`src/rtl/async_fifo_pkg.sv`:
```
// Shared helpers for the async FIFO pointer logic: Gray/binary conversion, popcount,
// and the soft-reset mask and domain constants.
package async_fifo_pkg;

  localparam int SR_RD_BIT = 0;
  localparam int SR_WR_BIT = 1;
  localparam int DOM_RD    = 0;
  localparam int DOM_WR    = 1;

  // Zero-extended inputs leave the MSB-first XOR prefix unchanged in the low bits.
  function automatic logic [31:0] gray2bin(input logic [31:0] g);
    logic [31:0] b;
    b[31] = g[31];
    for (int i = 30; i >= 0; i--) begin
      b[i] = b[i+1] ^ g[i];
    end
    return b;
  endfunction

  function automatic logic [31:0] bin2gray(input logic [31:0] b);
    return b ^ (b >> 1);
  endfunction

  function automatic int unsigned popcount(input logic [31:0] v);
    int unsigned c;
    c = 0;
    for (int i = 0; i < 32; i++) begin
      c += {31'd0, v[i]};
    end
    return c;
  endfunction

endpackage

```
`src/rtl/ptr_cdc_sync_gen_gray_step_checker.sv`:
```
// gray_step_checker: flags consecutive synchronised Gray values differing in more than one bit.
// Latency: gray_err/err_cnt update one edge after the offending sample.
// No backpressure; err_cnt exists only with PTR_SYNC_ERRCNT_EN.
module gray_step_checker
  import async_fifo_pkg::*;
#(
  parameter int PTR_W = 5
) (
  input  logic             clk,
  input  logic             hw_rst_n,
  input  logic             clr,
  input  logic             check_en,
  input  logic [PTR_W-1:0] gray,
  output logic             gray_err
`ifdef PTR_SYNC_ERRCNT_EN
  ,
  output logic [7:0]       err_cnt
`endif
);

  logic [PTR_W-1:0] prev_gray;
  logic             step_bad;

  assign step_bad = check_en && (popcount(32'(gray ^ prev_gray)) > 32'd1);

  always_ff @(posedge clk or negedge hw_rst_n) begin
    if (!hw_rst_n) begin
      prev_gray <= '0;
      gray_err  <= 1'b0;
    end else if (clr) begin
      prev_gray <= '0;
      gray_err  <= 1'b0;
    end else begin
      prev_gray <= gray;
      if (step_bad) gray_err <= 1'b1;
    end
  end

`ifdef PTR_SYNC_ERRCNT_EN
  always_ff @(posedge clk or negedge hw_rst_n) begin
    if (!hw_rst_n) begin
      err_cnt <= 8'd0;
    end else if (clr) begin
      err_cnt <= 8'd0;
    end else if (step_bad && (err_cnt != 8'hFF)) begin
      err_cnt <= err_cnt + 8'd1;
    end
  end
`endif

endmodule

```
`src/rtl/ptr_cdc_sync_gen.sv`:
```
// ptr_cdc_sync_gen: remote Gray pointer synchroniser with registered binary, valid qualifier and update pulse.
// Latency: din->sync_gray SYNC_STAGE edges, din->sync_bin SYNC_STAGE+1, ptr_update one edge after sync_bin.
// No backpressure; PTR_SYNC_ERRCNT_EN adds the saturating err_cnt output.
module ptr_cdc_sync_gen
  import async_fifo_pkg::*;
#(
  parameter int ADDRESS_WIDTH = 4,
  parameter int SYNC_STAGE    = 2,
  parameter int SOFT_RESET    = 3,
  parameter int DOMAIN        = 0
) (
  input  logic                   clk,
  input  logic                   hw_rst_n,
  input  logic                   sw_rst,
  input  logic [ADDRESS_WIDTH:0] din,
  output logic [ADDRESS_WIDTH:0] sync_gray,
  output logic [ADDRESS_WIDTH:0] sync_bin,
  output logic                   sync_valid,
  output logic                   ptr_update,
  output logic                   gray_err
`ifdef PTR_SYNC_ERRCNT_EN
  ,
  output logic [7:0]             err_cnt
`endif
);

  localparam int         PTR_W   = ADDRESS_WIDTH + 1;
  localparam bit         SR_EN   = (DOMAIN == DOM_WR) ? (((SOFT_RESET >> SR_WR_BIT) & 1) != 0)
                                                      : (((SOFT_RESET >> SR_RD_BIT) & 1) != 0);
  localparam logic [2:0] CNT_MAX = 3'(SYNC_STAGE + 1);

  if (SYNC_STAGE < 2 || SYNC_STAGE > 4) begin : g_bad_sync_stage
    $error("ptr_cdc_sync_gen: SYNC_STAGE must be 2, 3 or 4");
  end
  if (DOMAIN != DOM_RD && DOMAIN != DOM_WR) begin : g_bad_domain
    $error("ptr_cdc_sync_gen: DOMAIN must be 0 or 1");
  end

  logic             clr;
  logic [PTR_W-1:0] stage [SYNC_STAGE];
  logic [PTR_W-1:0] prev_bin;
  logic [2:0]       vcnt;

  assign clr       = sw_rst & SR_EN;
  assign sync_gray = stage[SYNC_STAGE-1];

  always_ff @(posedge clk or negedge hw_rst_n) begin
    if (!hw_rst_n) begin
      for (int k = 0; k < SYNC_STAGE; k++) stage[k] <= '0;
    end else if (clr) begin
      for (int k = 0; k < SYNC_STAGE; k++) stage[k] <= '0;
    end else begin
      stage[0] <= din;
      for (int k = 1; k < SYNC_STAGE; k++) stage[k] <= stage[k-1];
    end
  end

  // prev_bin clears with sync_bin, so a reset never looks like a pointer move.
  always_ff @(posedge clk or negedge hw_rst_n) begin
    if (!hw_rst_n) begin
      vcnt       <= 3'd0;
      sync_valid <= 1'b0;
      sync_bin   <= '0;
      prev_bin   <= '0;
      ptr_update <= 1'b0;
    end else if (clr) begin
      vcnt       <= 3'd0;
      sync_valid <= 1'b0;
      sync_bin   <= '0;
      prev_bin   <= '0;
      ptr_update <= 1'b0;
    end else begin
      if (vcnt != CNT_MAX) vcnt <= vcnt + 3'd1;
      sync_valid <= (vcnt == CNT_MAX);
      sync_bin   <= PTR_W'(gray2bin(32'(sync_gray)));
      prev_bin   <= sync_bin;
      ptr_update <= sync_valid && (sync_bin != prev_bin);
    end
  end

  gray_step_checker #(
    .PTR_W(PTR_W)
  ) u_chk (
    .clk      (clk),
    .hw_rst_n (hw_rst_n),
    .clr      (clr),
    .check_en (sync_valid),
    .gray     (sync_gray),
    .gray_err (gray_err)
`ifdef PTR_SYNC_ERRCNT_EN
    ,
    .err_cnt  (err_cnt)
`endif
  );

endmodule

```
`config.mk`:
```
export PLATFORM = sky130hd
export DESIGN_NAME = ptr_cdc_sync_gen
export DESIGN_NICKNAME = d
export VERILOG_FILES = /design/src/rtl/async_fifo_pkg.sv /design/src/rtl/ptr_cdc_sync_gen_gray_step_checker.sv /design/src/rtl/ptr_cdc_sync_gen.sv
export SDC_FILE = /design/constraint.sdc
export NUM_CORES = 1
export LEC_CHECK = 0
export ABC_AREA = 1
export CAP_MARGIN = 10
export CORE_MARGIN = 3
export CORE_UTILIZATION = 40
export CTS_CLUSTER_DIAMETER = 40
export DETAILED_ROUTE_END_ITERATION = 10
export GPL_TIMING_DRIVEN = 0
export PLACE_DENSITY = 0.73
export SETUP_SLACK_MARGIN = 0.3
export SYNTH_ARGS = -nofsm -noshare
export SYNTH_HDL_FRONTEND = slang
export SYNTH_SLANG_ARGS = --single-unit
```
`constraint.sdc`:
```
create_clock -name clk -period 2.4 [get_ports clk]
set_input_delay 0.72 -clock clk [delete_from_list [all_inputs] [get_ports clk]]
set_output_delay 0.72 -clock clk [all_outputs]
set_load 0.005 [all_outputs]
```
==> results.md, run 1 <==
- Max FO, Critical Path: 3
- Met1 WL: 961 microns
- Top cell type's share of synthesized area: 56.4%
- Diodes inserted: 0
- Setup ws final: 238 ps
- Initial DRC Count: 48
- Critical path class: reg2reg
- Fill cell count: 294
- Crit share post-route: 90.1%
- Cts bufs inserted: 5
- Setup TNS: 0 ps
- Syn_nets: 151
- RSZ-0062 raised after global routing: yes
- Worst Path Required: 2620 ps
- Routed wl met3: 119 microns
- Clock-pin slew on the worst setup and hold paths: 80 ps
- Worst VDD drop: 0.306 mV
- Pin count of the biggest net entering global routing: 22
- Final Max Slew Viols: 0
- Die W: 63.7 microns
- Slowest Stage Delay on Critical Path: 480 ps
- CTS root buf: clkbuf_4
- Layout cells sized above 1: 22.4%
- Core area: 3100 sq um
- CP Capture Type: flip-flop
- Register area share after synthesis: 56.4%
- Ports: 21
- DIE HEIGHT: 63.7 microns
- Synth cell types: 19
- Slowest cell on crit path: fa_1
- Via-per-instance ratio: 4.37
- Pwr Density: 577 nW/um^2
- Final net count: 188
- DR vias: 953
- Crit path DAT: 2380 ps
- Post-layout minimum cycle time: 2160 ps
- Cells after Synth: 138
- Setup violations, final: 0
- Final wirelength: 2350 microns
- Flops & latches, synth: 30
- Slew margin rel.: 63.7%
- Final Power: 1.00 mW
- Routed Antenna Nets: 0
- Hold-fix buffers, CTS: 0
- Vias in the first global route: 1,023
- CTS H-Tree Depth: 2
- First-pass GRT wire length: 4130 microns
- Die area: 4060 sq um
- Tightest Pin Transition: 543 ps
- Peak Freq: 463 MHz
- Drt wl/cell: 10.8 microns
- Antenna violations before repair: 0
- Num rows: 20
- First-pass iteration count of the detailed router: 4
- Gr ovfl total: 0
- Post-placement setup slack: 189 ps
- Leakage: 0.948 nW
- Mean area per synthesized cell: 9.65 sq um
- Fin Clk Skew: 2.94 ps
- Top cell by count, worst path: nand2_1
- Top Metal Used: met4
- RePlAce Congestion: 0.748
- Cells along the critical path: xor2_1, ha_1, fa_1, nand2_1, fa_1, nand2_1, nand3_1, nand2_1
- Total global-route track usage: 13.6%
- Port bufs: 19
- Max Cap Viol: 0
- Synth Cell Area: 1330 sq um
- Final hold violations: 0
- YS warnings: 0
- Worst skew pair latency: 330 ps
- Worst Hold Class: reg2reg
- Clock sink count: 30
- Critical path startpoint category: flip-flop
- CTS Buffer Depth: 2
- Post-synth top area cell: dfrtp_1
- Detail Placement HPWL: 1730 microns
- Starting Density: 42.9%
- Status: complete, no violations
- TritonCTS clock tree: done
- Largest cells by area after synthesis: dfrtp_1 56%, nor2_1 7.3%, inv_1 6.5%, nand2_1 4.2%, xor2_1 3.9%
- WL met2: 1200 microns
- Area Overhead vs Synth: 30.5%
- DRC viols: 0
==> path summary, 6_finish.rpt <==
kind                               from  depth (start not counted)  slack, ps            endpoint
max reg2reg                sync_gray[1]                          8        240      u_chk.gray_err
min in group asynchronous      hw_rst_n                          1        740  u_chk.prev_gray[3]
max in group asynchronous      hw_rst_n                          2       1170          sync_valid
max                        sync_gray[1]                          8        240      u_chk.gray_err
min                            stage[7]                          2        460        sync_gray[2]
min reg2reg                    stage[7]                          2        460        sync_gray[2]
==> synthesized netlist by cell type <==
master and number:
dfrtp_1 30, nor2_1 26, inv_1 23, nand2_1 15, buf_4 6, xor2_1 6, nand2_2 5, nand3_1 4
nand3_2 4, buf_2 3, ha_1 3, inv_2 3, fa_1 2, o21ai_0 2, o21ai_1 2, a21oi_1 1
nor2_2 1, o31ai_1 1, xnor2_1 1
==> area by class of cell <==
type	count	area [sq um]	area share, %
inverters	26	97.6	5.62
repair buffers	30	297	17.1
clock buffers	6	51.3	2.95
multi-input cells	73	423	24.3
plain buffers	9	63.8	3.67
well taps	44	55.1	3.17
flip-flops and latches	30	751	43.2
==> report_power, final <==
group	switching (mW)	internal (mW)	total (mW)	leakage, nW
combinational	0.0797	0.0786	0.158	0.515
sequential	0.0177	0.535	0.552	0.403
clock	0.161	0.132	0.292	0.0302
total	0.258	0.745	1.00	0.948
==> sequential cells by signal, summed over array words and instances, names as in the netlist <==
| register | cells |
|---|---|
| ptr_update | 1 |
| prev_bin | 5 |
| u_chk.prev_gray | 4 |
| u_chk.gray_err | 1 |
| sync_bin | 5 |
| sync_valid | 1 |
| vcnt | 3 |
| sync_gray | 5 |
| stage | 5 |
==> through the flow <==
step                area [sq um]  util [%]  hold slack, ps  instances
CTS                         1710      55.0             464        215
floorplan                   1330         -             424        138
global placement            1580      50.8             435        201
detailed placement          1600      51.7             444        202
global route                1740      56.0             486        218
finish                      1740      56.0             458        218
==> what timing repair did <==
item / 4_1_cts / 5_1_grt
setup buffers: 7 / 3
pin swaps: 2 / 1
resized for setup: 1 / 3
endpoints found under the setup margin: 6 / 4
==> critical path, delay by kind of cell (launching register included) <==
kind / cells / cell delay (ps)
xor gates and xnor gates: 1 / 150
adders and majority gates: 3 / 1270
DFF: 1 / 410
and+or+nand+nor: 4 / 230
==> layout by cell type, fill, tap and decap left out, types with 2 or more instances in the layout <==
cell / n
xor2_1: 6
buf_4: 15
dlymetal6s2s_1: 2
o21ai_0: 2
buf_2: 3
clkdlybuf4s50_1: 16
nand3_2: 4
fa_1: 2
nand3_1: 4
nand2_2: 5
dfrtp_1: 30
inv_2: 3
nor2_1: 26
nand2_1: 15
clkbuf_4: 5
o21ai_1: 2
ha_1: 3
inv_1: 23
==> logic make-up after synthesis <==
group           count (synthesis)  synth area share, %
simple gates                   55                 18.9
flops                          30                 56.4
compound gates                  6                 2.44
fa+ha+maj                       5                 5.83
xor+xnor                        7                 4.61
buf+inv                        35                 11.8
==> layer usage <==
layer / track usage (%) / up-vias
met3: 4.63 / 7
li1: - / 471
met4: 9.16 / 0
met1: 14.1 / 454
met5: 0 / -
met2: 23.1 / 21
(Power assumes the default switching activity.)
==> inputs of run 2 (changes only) <==
--- a/config.mk
+++ b/config.mk
@@ -7,7 +7,7 @@
 export LEC_CHECK = 0
 export ABC_AREA = 1
 export CAP_MARGIN = 10
-export CORE_MARGIN = 3
+export CORE_MARGIN = 2
 export CORE_UTILIZATION = 40
 export CTS_CLUSTER_DIAMETER = 40
 export DETAILED_ROUTE_END_ITERATION = 10
==> results.md, run 2 (same netlist as run 1, synthesis figures left out) <==
- Slowest Stage Delay on Critical Path: 480 ps (about the same)
- Cts bufs inserted: 5 (unchanged)
- Pwr Density: 586 nW/um^2 (+1.6%)
- Commonest non-fill, non-tap cell in the layout: dfrtp_1
- CTS root buf: clkbuf_4
- Fin Clk Skew: 3.25 ps (+0.309 ps)
- Clock-pin slew on the worst setup and hold paths: 90 ps (about the same)
- Max Cap Viol: 0 (unchanged)
- First-pass iteration count of the detailed router: 4 (unchanged)
- Setup ws final: 222 ps (-16.5 ps)
- RSZ-0062 raised after global routing: yes
- Setup TNS: 0 ps (unchanged)
- Post-placement setup slack: 189 ps (-0.447 ps)
- Slew margin rel.: 61.6% (-2.2 points)
- Clock sink count: 30 (unchanged)
- RePlAce Congestion: 0.816 (+9.1%)
- Starting Density: 42.9% (unchanged)
- Clock share of power: 30.0% (+0.8 points)
- Final Hold Slack: 463 ps (+4.89 ps)
- Routed Antenna Nets: 0 (unchanged)
- Peak Freq: 459 MHz (-0.76%)
- Sw Ratio: 25.5% (-0.19 points)
- Register share of total power: 54.7% (-0.4 points)
- Cells along the critical path: xor2_1, ha_1, fa_1, nand2_1, fa_1, nand2_1, nand3_1, nand2_1
- Top cell by count, worst path: nand2_1
- Final hold violations: 0 (unchanged)
- Final net count: 185 (-1.6%)
- DRC viols: 0 (unchanged)
- Diodes inserted: 0 (unchanged)
- TritonCTS clock tree: done
- Hold-fix buffers, CTS: 0 (unchanged)
- Area Overhead vs Synth: 29.4%
- CTS Buffer Depth: 2 (unchanged)
- Ports: 21 (unchanged)
- Crit path max-delay family: adder cells
- Tightest Pin Transition: 575 ps (+32.2 ps)
- Worst VDD drop: 0.365 mV (+19%)
- Worst skew pair latency: 320 ps (about the same)
- Worst Hold Class: reg2reg
- Drt wl/cell: 10.7 microns (-0.56%)
- Post-layout minimum cycle time: 2180 ps (+16.5 ps)
- Slowest cell on crit path: fa_1
- Initial DRC Count: 19 (-60%)
- Port bufs: 19 (unchanged)
- Via-per-instance ratio: 4.47 (+2.1%)
- Critical path startpoint category: flip-flop
- Commonest cells after routing, fill and taps aside: 30 x dfrtp_1, 26 x nor2_1, 23 x inv_1
- Final Power: 1.01 mW (+0.72%)
- Antenna violations before repair: 0 (unchanged)
- DIE HEIGHT: 61.7 microns (-3.1%)
- Critical path class: reg2reg
- Pint: 0.752 mW (+0.98%)
- Max FO, Critical Path: 3 (unchanged)
- Final Max Slew Viols: 0 (unchanged)
- Vias in the first global route: 995 (-2.7%)
- First-pass GRT wire length: 4110 microns (-0.68%)
- Crit path DAT: 2400 ps (+20 ps)
- Gr ovfl total: 0 (unchanged)
- Fill cell count: 301 (+2.4%)
- Core area: 3100 sq um (unchanged)
- DR vias: 969 (+1.7%)
- Setup violations, final: 0 (unchanged)
- Final wirelength: 2330 microns (-1.0%)
- Combinational power share: 15.3% (-0.5 points)
- CP Capture Type: flip-flop
- Fin util: 55.5% (-0.48 points)
- Die W: 61.7 microns (-3.1%)
- Crit path buffers/inverters: 0 (unchanged)
- Detail Placement HPWL: 1660 microns (-3.6%)
- CTS H-Tree Depth: 2 (unchanged)
- Switching power: 0.258 mW (about the same)
- Worst Path Required: 2620 ps (about the same)
- Leakage: 0.953 nW (+0.49%)
- Layout cells sized above 1: 21.4% (-1.0 points)
- Crit share post-route: 90.8% (+0.69 points)
- Die area: 3810 sq um (-6.2%)
- Pin count of the biggest net entering global routing: 22 (unchanged)
- Total global-route track usage: 15.5% (+1.9 points)
- Status: complete, no violations
- Num rows: 20 (unchanged)
## run 2: worst reg2reg max path: stages, from the launching register on
cell	delay [ps]
dfrtp_1	420
xor2_1	170
ha_1	310
fa_1	480
nand2_1	60
fa_1	480
nand2_1	50
nand3_1	60
nand2_1	50
## run 2: area by class of cell
cell class / instances / area [sq um] / share of cell area (%)
Clock inverter: 1 / 5.00 / 0.290
Sequential cell: 30 / 751 / 43.6
Clock buffer: 7 / 55.1 / 3.20
Buffer: 9 / 60.1 / 3.49
Multi-Input combinational cell: 73 / 423 / 24.5
Inverter: 26 / 97.6 / 5.66
Tap cell: 44 / 55.1 / 3.20
Timing Repair Buffer: 27 / 277 / 16.0
## run 2: what timing repair did
| action | 4_1_cts | 5_1_grt |
|---|---|---|
| setup endpoints to repair | 5 | 5 |
| gates cloned | 0 | 0 |
| pin swaps | 0 | 1 |
| setup buffers | 5 | 2 |
| resized for setup | 1 | 3 |
## run 2: worst paths after layout
path | endpoint | startpoint | depth (start not counted) | slack (ps)
max | u_chk.gray_err | sync_gray[0] | 8 | 220
min | sync_gray[3] | stage[8] | 2 | 460
max in group asynchronous | u_chk.prev_gray[0] | hw_rst_n | 2 | 1150
max reg2reg | u_chk.gray_err | sync_gray[0] | 8 | 220
min reg2reg | sync_gray[3] | stage[8] | 2 | 460
min in group asynchronous | sync_gray[3] | hw_rst_n | 1 | 760
## run 2: layer usage
layer | up-vias | global-route usage [%] | wire [microns]
li1 | 471 | - | -
met1 | 466 | 15.7 | 915
met2 | 23 | 27.8 | 1220
met3 | 9 | 6.21 | 130
met4 | 0 | 6.99 | 58
met5 | - | 0 | 0
## run 2: through the flow
| stage | std cells | area, sq um |
|---|---|---|
| floorplan | 138 | 1330 |
| global placement | 201 | 1580 |
| detailed placement | 202 | 1600 |
| CTS | 215 | 1700 |
| global route | 217 | 1720 |
| finish | 217 | 1720 |
## run 2: power by group through the flow
stage,Clock [mW],Combinational [mW],Sequential [mW]
2_1_floorplan,0,0.0843,0.561
3_3_place_gp,0,0.136,0.562
3_5_place_dp,0,0.150,0.564
4_1_cts,0.320,0.157,0.552
5_1_grt,0.349,0.179,0.556
6_report,0.303,0.155,0.553
